### src/rtl/ddr_rx_deser.sv
// ddr_rx_deser
//   Receive-side deserializer for the DDR input path of an iCE40UP pad.
//   Each clock with sample_en high, the pad presents a bit pair: din0 (rising
//   edge, earlier bit) and din1 (falling edge, later bit). The block hunts for
//   SYNC_WORD at either bit offset, then locks, rebuilds bytes MSB first and
//   checks that the sync byte recurs every FRAME_LEN bytes. Payload bytes go
//   out through a first-word-fall-through FIFO with a valid/ready handshake.
//
// Ports
//   clk        in   system clock, also the pad input clock
//   rst_n      in   asynchronous active-low reset
//   sample_en  in   din0/din1 carry a valid bit pair this cycle
//   din0       in   rising-edge sample (earlier bit of the pair)
//   din1       in   falling-edge sample (later bit of the pair)
//   clr_ovf    in   single-cycle clear of the overflow flag
//   m_data     out  payload byte at the FIFO head
//   m_valid    out  FIFO not empty
//   m_ready    in   consumer accepts m_data when m_valid is also high
//   locked     out  alignment state is LOCKED
//   phase      out  bit offset of the current lock (0 or 1)
//   overflow   out  sticky: a payload byte was dropped on a full FIFO
module ddr_rx_deser #(
  parameter logic [7:0] SYNC_WORD  = 8'hB8,
  parameter int         FRAME_LEN  = 8,
  parameter int         MAX_MISS   = 3,
  parameter int         FIFO_DEPTH = 4
) (
  input  logic       clk,
  input  logic       rst_n,
  input  logic       sample_en,
  input  logic       din0,
  input  logic       din1,
  input  logic       clr_ovf,
  output logic [7:0] m_data,
  output logic       m_valid,
  input  logic       m_ready,
  output logic       locked,
  output logic       phase,
  output logic       overflow
);

  localparam int AW = $clog2(FIFO_DEPTH);
  localparam logic [AW-1:0] PTR_ONE   = AW'(1);
  localparam logic [AW:0]   CNT_ONE   = (AW+1)'(1);
  localparam logic [AW:0]   CNT_FULL  = (AW+1)'(FIFO_DEPTH);
  localparam logic [7:0]    IDX_LAST  = 8'(FRAME_LEN - 1);
  localparam logic [3:0]    MISS_LIM  = 4'(MAX_MISS);

  typedef enum logic {S_HUNT = 1'b0, S_LOCKED = 1'b1} state_t;

  // Alignment state
  state_t     r_state;
  logic [6:0] r_sr;         // only the low 7 history bits ever reach a candidate
  logic [1:0] r_pair_cnt;
  logic [7:0] r_frame_idx;
  logic [3:0] r_miss_cnt;
  logic       r_locked;
  logic       r_phase;

  // FIFO state
  logic [7:0]    r_mem [FIFO_DEPTH];
  logic [AW-1:0] r_wr_ptr;
  logic [AW-1:0] r_rd_ptr;
  logic [AW:0]   r_count;
  logic          r_overflow;

  logic [8:0] w_sr_next;
  logic [7:0] w_cand0;
  logic [7:0] w_cand1;
  logic [7:0] w_byte;
  logic       w_byte_done;
  logic       w_sync_slot;
  logic [3:0] w_miss_inc;
  logic       w_push;
  logic       w_pop;
  logic       w_full;
  logic       w_wr_en;
  logic       w_drop;

  // Candidates are judged on the register value after this cycle's pair.
  assign w_sr_next   = {r_sr, din0, din1};
  assign w_cand0     = w_sr_next[7:0];
  assign w_cand1     = w_sr_next[8:1];
  assign w_byte      = r_phase ? w_cand1 : w_cand0;
  assign w_byte_done = (r_state == S_LOCKED) && sample_en && (r_pair_cnt == 2'd3);
  assign w_sync_slot = (r_frame_idx == 8'd0);
  assign w_miss_inc  = r_miss_cnt + 4'd1;

  assign w_push  = w_byte_done && !w_sync_slot;
  assign w_pop   = m_valid && m_ready;
  assign w_full  = (r_count == CNT_FULL);
  // A pop frees the head slot in the same cycle, so a full FIFO still accepts.
  assign w_wr_en = w_push && (!w_full || w_pop);
  assign w_drop  = w_push && w_full && !w_pop;

  assign m_data   = r_mem[r_rd_ptr];
  assign m_valid  = (r_count != {(AW+1){1'b0}});
  assign locked   = r_locked;
  assign phase    = r_phase;
  assign overflow = r_overflow;

  // Alignment FSM: hunt for sync, then count pairs, frame bytes and sync misses
  always_ff @(posedge clk or negedge rst_n) begin
    if (!rst_n) begin
      r_state     <= S_HUNT;
      r_sr        <= 7'd0;
      r_pair_cnt  <= 2'd0;
      r_frame_idx <= 8'd0;
      r_miss_cnt  <= 4'd0;
      r_locked    <= 1'b0;
      r_phase     <= 1'b0;
    end else begin
      if (sample_en) begin
        r_sr <= w_sr_next[6:0];
      end
      case (r_state)
        S_HUNT: begin
          if (sample_en && ((w_cand0 == SYNC_WORD) || (w_cand1 == SYNC_WORD))) begin
            r_state     <= S_LOCKED;
            r_locked    <= 1'b1;
            r_phase     <= (w_cand0 != SYNC_WORD); // offset 0 wins a tie
            r_pair_cnt  <= 2'd0;
            r_frame_idx <= 8'd1;
            r_miss_cnt  <= 4'd0;
          end
        end
        S_LOCKED: begin
          if (sample_en) begin
            r_pair_cnt <= r_pair_cnt + 2'd1;
          end
          if (w_byte_done) begin
            r_frame_idx <= (r_frame_idx == IDX_LAST) ? 8'd0 : r_frame_idx + 8'd1;
            if (w_sync_slot) begin
              if (w_byte == SYNC_WORD) begin
                r_miss_cnt <= 4'd0;
              end else if (w_miss_inc == MISS_LIM) begin
                r_state    <= S_HUNT;
                r_locked   <= 1'b0;
                r_miss_cnt <= 4'd0;
              end else begin
                r_miss_cnt <= w_miss_inc;
              end
            end
          end
        end
        default: begin
          r_state  <= S_HUNT;
          r_locked <= 1'b0;
        end
      endcase
    end
  end

  // Output FIFO storage, pointers, occupancy and sticky overflow
  always_ff @(posedge clk or negedge rst_n) begin
    if (!rst_n) begin
      for (int i = 0; i < FIFO_DEPTH; i++) begin
        r_mem[i] <= 8'd0;
      end
      r_wr_ptr   <= {AW{1'b0}};
      r_rd_ptr   <= {AW{1'b0}};
      r_count    <= {(AW+1){1'b0}};
      r_overflow <= 1'b0;
    end else begin
      if (w_wr_en) begin
        r_mem[r_wr_ptr] <= w_byte;
        r_wr_ptr        <= r_wr_ptr + PTR_ONE;
      end
      if (w_pop) begin
        r_rd_ptr <= r_rd_ptr + PTR_ONE;
      end
      case ({w_wr_en, w_pop})
        2'b10:   r_count <= r_count + CNT_ONE;
        2'b01:   r_count <= r_count - CNT_ONE;
        default: r_count <= r_count;
      endcase
      // A new drop beats a simultaneous clear.
      if (w_drop) begin
        r_overflow <= 1'b1;
      end else if (clr_ovf) begin
        r_overflow <= 1'b0;
      end
    end
  end

endmodule
### config.mk
export PLATFORM = sky130hd
export DESIGN_NAME = ddr_rx_deser
export DESIGN_NICKNAME = d
export VERILOG_FILES = /design/src/rtl/ddr_rx_deser.sv
export SDC_FILE = /design/constraint.sdc
export NUM_CORES = 1
export LEC_CHECK = 0
export CORE_MARGIN = 2
export CORE_UTILIZATION = 40
export DETAILED_ROUTE_END_ITERATION = 10
export HOLD_SLACK_MARGIN = 0.02
export PLACE_DENSITY = 0.6
export SYNTH_ARGS = -nofsm -noshare
export SYNTH_HDL_FRONTEND = slang
export SYNTH_SLANG_ARGS = --single-unit
### constraint.sdc
create_clock -name clk -period 3.3 [get_ports clk]
set_clock_uncertainty 0.1 [all_clocks]
set_input_delay 0.33 -clock clk [delete_from_list [all_inputs] [get_ports clk]]
set_output_delay 0.33 -clock clk [all_outputs]
set_load 0.01 [all_outputs]
==> run summary, run 1 <==
# setup viols final: 0
Antenna-violating nets left: 0
Flop and latch count out of synthesis: 64
Syn Inst Count: 259
Leak: 1.61 nW
Yosys warnings: 0
Chip Width: 93.6 um
Initial Util: 41.3%
Drt pass-1 iters: 4
H-tree levels: 3
Most common cell after layout, fill and taps aside: dfrtp_1
Clk buf depth: 2
Clock slew at reported path FFs: 0.07 ns
RSZ-0062 raised after global routing: false
Worst-Skew Late Latency: 0.33 ns
WL final: 6000 um
Largest area contributor in the netlist: dfrtp_1
Number of max-cap violations: 0
Clk sinks: 64
Status: finished, final reports clean
Share of cells above drive strength 1: 27.6%
Crit path time final: 2.58 ns
Routed wire per std cell: 15.3 um
Worst reg-to-reg path cell count: 9
Max VDD drop: 0.267 mV
Avg Cell Area, Syn: 12.4 um^2
Relative slew margins: 46.4%
Total Die Area: 8760 um^2
Root buf cell: clkbuf_8
Synth top area cells: dfrtp_1 50%, mux2_2 15%, mux4_2 5.6%
Total CTS buffers: 9
Synth cell types: 48
Crit path kind: register to primary output
Power per Cell Area: 778 nW/um^2
Total track usage: 15.6%
TritonCTS clock tree: built
Worst setup EP type: primary output
I/O pin total: 19
IO buf count: 18
Worst Hold Path Cells: 1
Core ar.: 7770 um^2
N_diodes: 0
First-pass GRT wire length: 10700 um
Chip height: 93.6 um
Via count: 2057
Hold Crit Class: register to register
Post-synth EDFFs: 0
Slew @ Worst Pin: 0.803 ns
Post-synth top flop: dfrtp_1
Fill cells: 723
Tot Pwr: 0.00288 W
Setup crit start kind: register
Post-CTS Hold Buffers: 1
Vias in the first global route: 2149
Final period util: 78.2%
Initial antenna violation count: 0
Crit path max fanout: 10
Pin count of the biggest net entering global routing: 36
Total gr overflow: 0
Slew Viols, Final: 0
Avg Vias per Cell: 5.25
Std-Cell Rows: 32
Commonest non-fill, non-tap cells in the layout: 64 x dfrtp_1, 44 x mux2_2, 17 x nand2_1, 17 x clkdlybuf4s50_1, 15 x o21ai_0
Seq/Total Area, Yosys: 49.9%
Area Growth Syn to Fin: 15.3%
Ys async rst share: 100%
Mapped Nets: 276
FMAX: 0.388 GHz
Final hold viol count: 0
Top cell type's share of synthesized area: 49.9%
Setup bufs post-CTS: 0
Post_cts resized: 0
Mapped Area: 3210 um^2
CP arrival: 2.15 ns
Worst EP required: 2.87 ns
# DRC: 0
Setup TNS Final: 0 ns
HPWL after detailed placement: 4180 um
Initial DRC Count: 62
Routability congestion estimate from global placement: 0.837
Nets: 302
per-layer routing:
metal	routed length (um)	part of all wire [%]	track usage, %
met4	101	1.7	6.88
met3	162	2.7	2.42
met2	2710	45	23.7
met5	0	0	0
met1	3030	50	22.3
cell usage after synthesis (3+ instances only):
master	number
inv_1	13
nand2b_1	4
clkbuf_1	3
nand3_1	8
a21oi_1	3
mux4_2	8
nand2_2	4
ha_1	9
nor4bb_1	3
o41ai_1	3
o21ai_0	15
nor4b_1	3
mux2_2	44
and3_1	7
xor2_1	3
xnor2_1	5
nand2_1	17
dfrtp_1	64
nor2_1	6
buf_1	3
power by group:
group          internal [W]  leakage, nW  switching (W)  total, W
Clock              0.000314       0.0886       0.000301  0.000615
Combinational      0.000604        0.719       0.000370  0.000974
Sequential          0.00106        0.806       0.000229   0.00129
Total               0.00198         1.61       0.000900   0.00288
cell families (layout without fill, tap and decap cells):
kind of cell / Yosys count / count (layout) / share of synthesized area [%]
buf+inv: 20 / 51 / 2.38
simple gates: 66 / 66 / 11.7
flops: 64 / 64 / 49.9
xor+xnor: 8 / 8 / 2.18
mux: 54 / 54 / 21.7
compound gates: 37 / 37 / 7.95
fa+ha+maj: 10 / 10 / 4.13
state kept, by name, summed over array words and instances, names as in the netlist, 2 cells and up:
signal	flops
r_rd_ptr	2
r_count	3
r_frame_idx	8
r_miss_cnt	4
r_sr	7
r_pair_cnt	2
r_mem	32
r_wr_ptr	2
cell type report:
class	count	area, um^2	area share (%)
flip-flops and latches	64	1600	43.3
multi-input cells	175	1530	41.4
repair buffers	22	208	5.61
clock buffers	12	155	4.19
well taps	102	128	3.45
inverters	13	48.8	1.32
clock inverters	4	28.8	0.778
final timing paths:
check | slack [ns] | start | end
setup / recovery | 0.72 | r_rd_ptr[0] | m_data[7]
hold / removal | 0.40 | r_count[2] | r_count[2]
setup reg to reg | 0.80 | r_frame_idx[0] | r_count[2]
hold reg to reg | 0.40 | r_count[2] | r_count[2]
max in group asynchronous | 1.83 | rst_n | r_mem[5]
min in group asynchronous | 0.52 | rst_n | r_frame_idx[3]
worst max-delay path, stage by stage (launching register included):
cell and delay, ns:
dfrtp_1 0.73, mux4_2 0.59, clkdlybuf4s50_1 0.50
through the flow:
| stage | setup slack [ns] | area [um^2] | instances | utilization, % | hold WS [ns] |
|---|---|---|---|---|---|
| global route | 0.566 | 3700 | 392 | 47.6 | 0.416 |
| detailed placement | 0.795 | 3510 | 375 | 45.2 | 0.370 |
| CTS | 0.658 | 3700 | 392 | 47.6 | 0.403 |
| global placement | 0.847 | 3510 | 375 | 45.2 | 0.352 |
| floorplan | 1.02 | 3210 | 259 | - | -0.0656 |
| finish | 0.719 | 3700 | 392 | 47.6 | 0.402 |
No activity file was read; power rests on OpenSTA's default activity.
==> run 2: changes to the inputs <==
--- a/config.mk
+++ b/config.mk
@@ -9,7 +9,7 @@
 export CORE_UTILIZATION = 40
 export DETAILED_ROUTE_END_ITERATION = 10
 export HOLD_SLACK_MARGIN = 0.02
-export PLACE_DENSITY = 0.6
+export PLACE_DENSITY = 0.62
 export SYNTH_ARGS = -nofsm -noshare
 export SYNTH_HDL_FRONTEND = slang
 export SYNTH_SLANG_ARGS = --single-unit
==> constraint.sdc (replaced) <==
create_clock -name clk -period 2.36 [get_ports clk]
set_clock_uncertainty 0.1 [all_clocks]
set_input_delay 0.236 -clock clk [delete_from_list [all_inputs] [get_ports clk]]
set_output_delay 0.236 -clock clk [all_outputs]
set_load 0.01 [all_outputs]
==> run 2 against run 1 <==
Combinational power is 60% higher. Worst setup slack worse by 0.64 ns. Cell count is 3.8% higher. Register-to-register slack worse by 0.72 ns. Non-clock buffer count is 15 higher. Via count is 2.5% higher. Critical endpoint is now r_count[2]. Largest cell class unchanged.
==> run summary, run 2 (same netlist as run 1, synthesis figures left out) <==
Fill cells: 716
Pin count of the biggest net entering global routing: 33
Initial Util: 41.3%
HPWL after detailed placement: 4290 um
Biggest regs: r_mem (32), r_frame_idx (8), r_sr (7)
Util after Layout: 49.4%
Number of max-cap violations: 0
Area Growth Syn to Fin: 19.6%
N_diodes: 0
Slew Viols, Final: 0
Switch share: 32.1%
Worst EP required: 2.52 ns
Clock slew at reported path FFs: 0.07 ns
Chip Width: 93.6 um
First-pass GRT wire length: 10500 um
Leak: 1.69 nW
Via count: 2108
Crit path max fanout: 4
# setup viols final: 0
Max reg flops: 32
CP arrival: 2.43 ns
Commonest non-fill, non-tap cells in the layout: 64 x dfrtp_1, 44 x mux2_2, 17 x clkdlybuf4s50_1, 17 x buf_4, 16 x nand2_1
Setup ws final: 0.0823 ns
Slew @ Worst Pin: 0.482 ns
Top Usage Layer GRT: met2
# DRC: 0
Routability congestion estimate from global placement: 0.855
Root buf cell: clkbuf_8
Antenna-violating nets left: 0
Final period util: 96.5%
IO buf count: 18
Reg power frac: 42.2%
Hold WS: 0.264 ns
Chip height: 93.6 um
Crit path time final: 2.28 ns
Vias in the first global route: 2170
Drt pass-1 iters: 4
Final hold viol count: 0
Met3 Use GR: 3.46%
TritonCTS clock tree: built
Status: finished, final reports clean
Total Die Area: 8760 um^2
Most common cell after layout, fill and taps aside: dfrtp_1
Avg Vias per Cell: 5.18
Total track usage: 15.7%
Met1 usage: 22.0%
Core ar.: 7770 um^2
Power per Cell Area: 1070 nW/um^2
DP Worst Slack: 0.00177 ns
Share of cells above drive strength 1: 33.1%
Switch Pwr: 0.00132 W
Total CTS buffers: 9
WL final: 6160 um
Worst-Skew Late Latency: 0.34 ns
Max VDD drop: 0.374 mV
RSZ-0062 raised after global routing: true
FMAX: 0.439 GHz
Setup crit start kind: register
Crit path kind: register to register
Initial antenna violation count: 0
Clk sinks: 64
H-tree levels: 3
Largest Register: r_mem
Routed wire per std cell: 15.1 um
Internal power: 0.00280 W
Clk buf depth: 2
Initial DRC Count: 60
Hold Crit Class: input pin to asynchronous set/reset pin
Clk pwr share: 20.0%
Grt met2 use: 24.0%
Relative slew margins: 67.5%
Worst setup EP type: register
Std-Cell Rows: 32
Comb pwr share: 37.8%
Nets: 317
I/O pin total: 19
Total gr overflow: 0
[run 2: cell count changes in the layout (fill, tap and decap cells not counted), moves of 2 or more]
cell,delta
clkbuf_8,-2
clkinv_4,+2
clkinv_2,+2
buf_4,+14
[run 2: layout make-up]
cell class,instances,area [um^2],area share (%)
Timing Repair Buffer,37,333,8.67
Inverter,13,48.8,1.27
Multi-Input combinational cell,175,1560,40.5
Sequential cell,64,1600,41.7
Clock inverter,7,48.8,1.27
Clock buffer,9,124,3.23
Tap cell,102,128,3.32
[run 2: per-stage QoR]
step / power (W) / cell area [um^2] / TNS, ns / instances
floorplan: 0.00270 / 3210 / 0 / 259
global placement: 0.00326 / 3620 / 0 / 389
detailed placement: 0.00330 / 3620 / 0 / 389
CTS: 0.00415 / 3820 / 0 / 406
global route: 0.00442 / 3840 / -0.0192 / 407
finish: 0.00413 / 3840 / 0 / 407
[run 2: critical path, stage by stage (launching register included)]
cell and delay, ns:
dfrtp_1 0.38, inv_1 0.07, ha_1 0.13, or4b_4 0.48
o21ai_4 0.19, nand2_2 0.08, fa_2 0.36, and3_4 0.16
a21oi_2 0.12, xnor2_1 0.12
[run 2: power by group through the flow]
stage | logic, W | clock network, W | registers (W)
6_report | 0.00156 | 0.000824 | 0.00174
3_5_place_dp | 0.00154 | 0 | 0.00176
4_1_cts | 0.00157 | 0.000843 | 0.00174
5_1_grt | 0.00173 | 0.000899 | 0.00180
2_1_floorplan | 0.00104 | 0 | 0.00167
3_3_place_gp | 0.00152 | 0 | 0.00174
[run 2: worst paths after layout]
check	end	cells after the start	slack, ns	start
worst min register to register	r_pair_cnt[0]	1	0.40	r_pair_cnt[0]
worst min-delay path	r_frame_idx[4]	2	0.26	rst_n
worst max-delay path	r_count[2]	9	0.08	r_frame_idx[0]
max in group asynchronous	r_sr[5]	3	1.29	rst_n
worst max register to register	r_count[2]	9	0.08	r_frame_idx[0]
min in group clk	overflow	2	0.36	clr_ovf
[run 2: routing by layer]
metal | up-vias | part of all wire (%)
li1 | 1036 | -
met2 | 25 | 47
met4 | 0 | 1.5
met5 | - | 0
met1 | 1042 | 49
met3 | 5 | 2.5
[run 2: repair_timing]
item,CTS,global route
hold buffers,1,0
buffers inserted,0,1
gates resized for setup,3,3
pin swaps,1,1
endpoints found under the setup margin,1,16
endpoints found under the hold margin,14,0
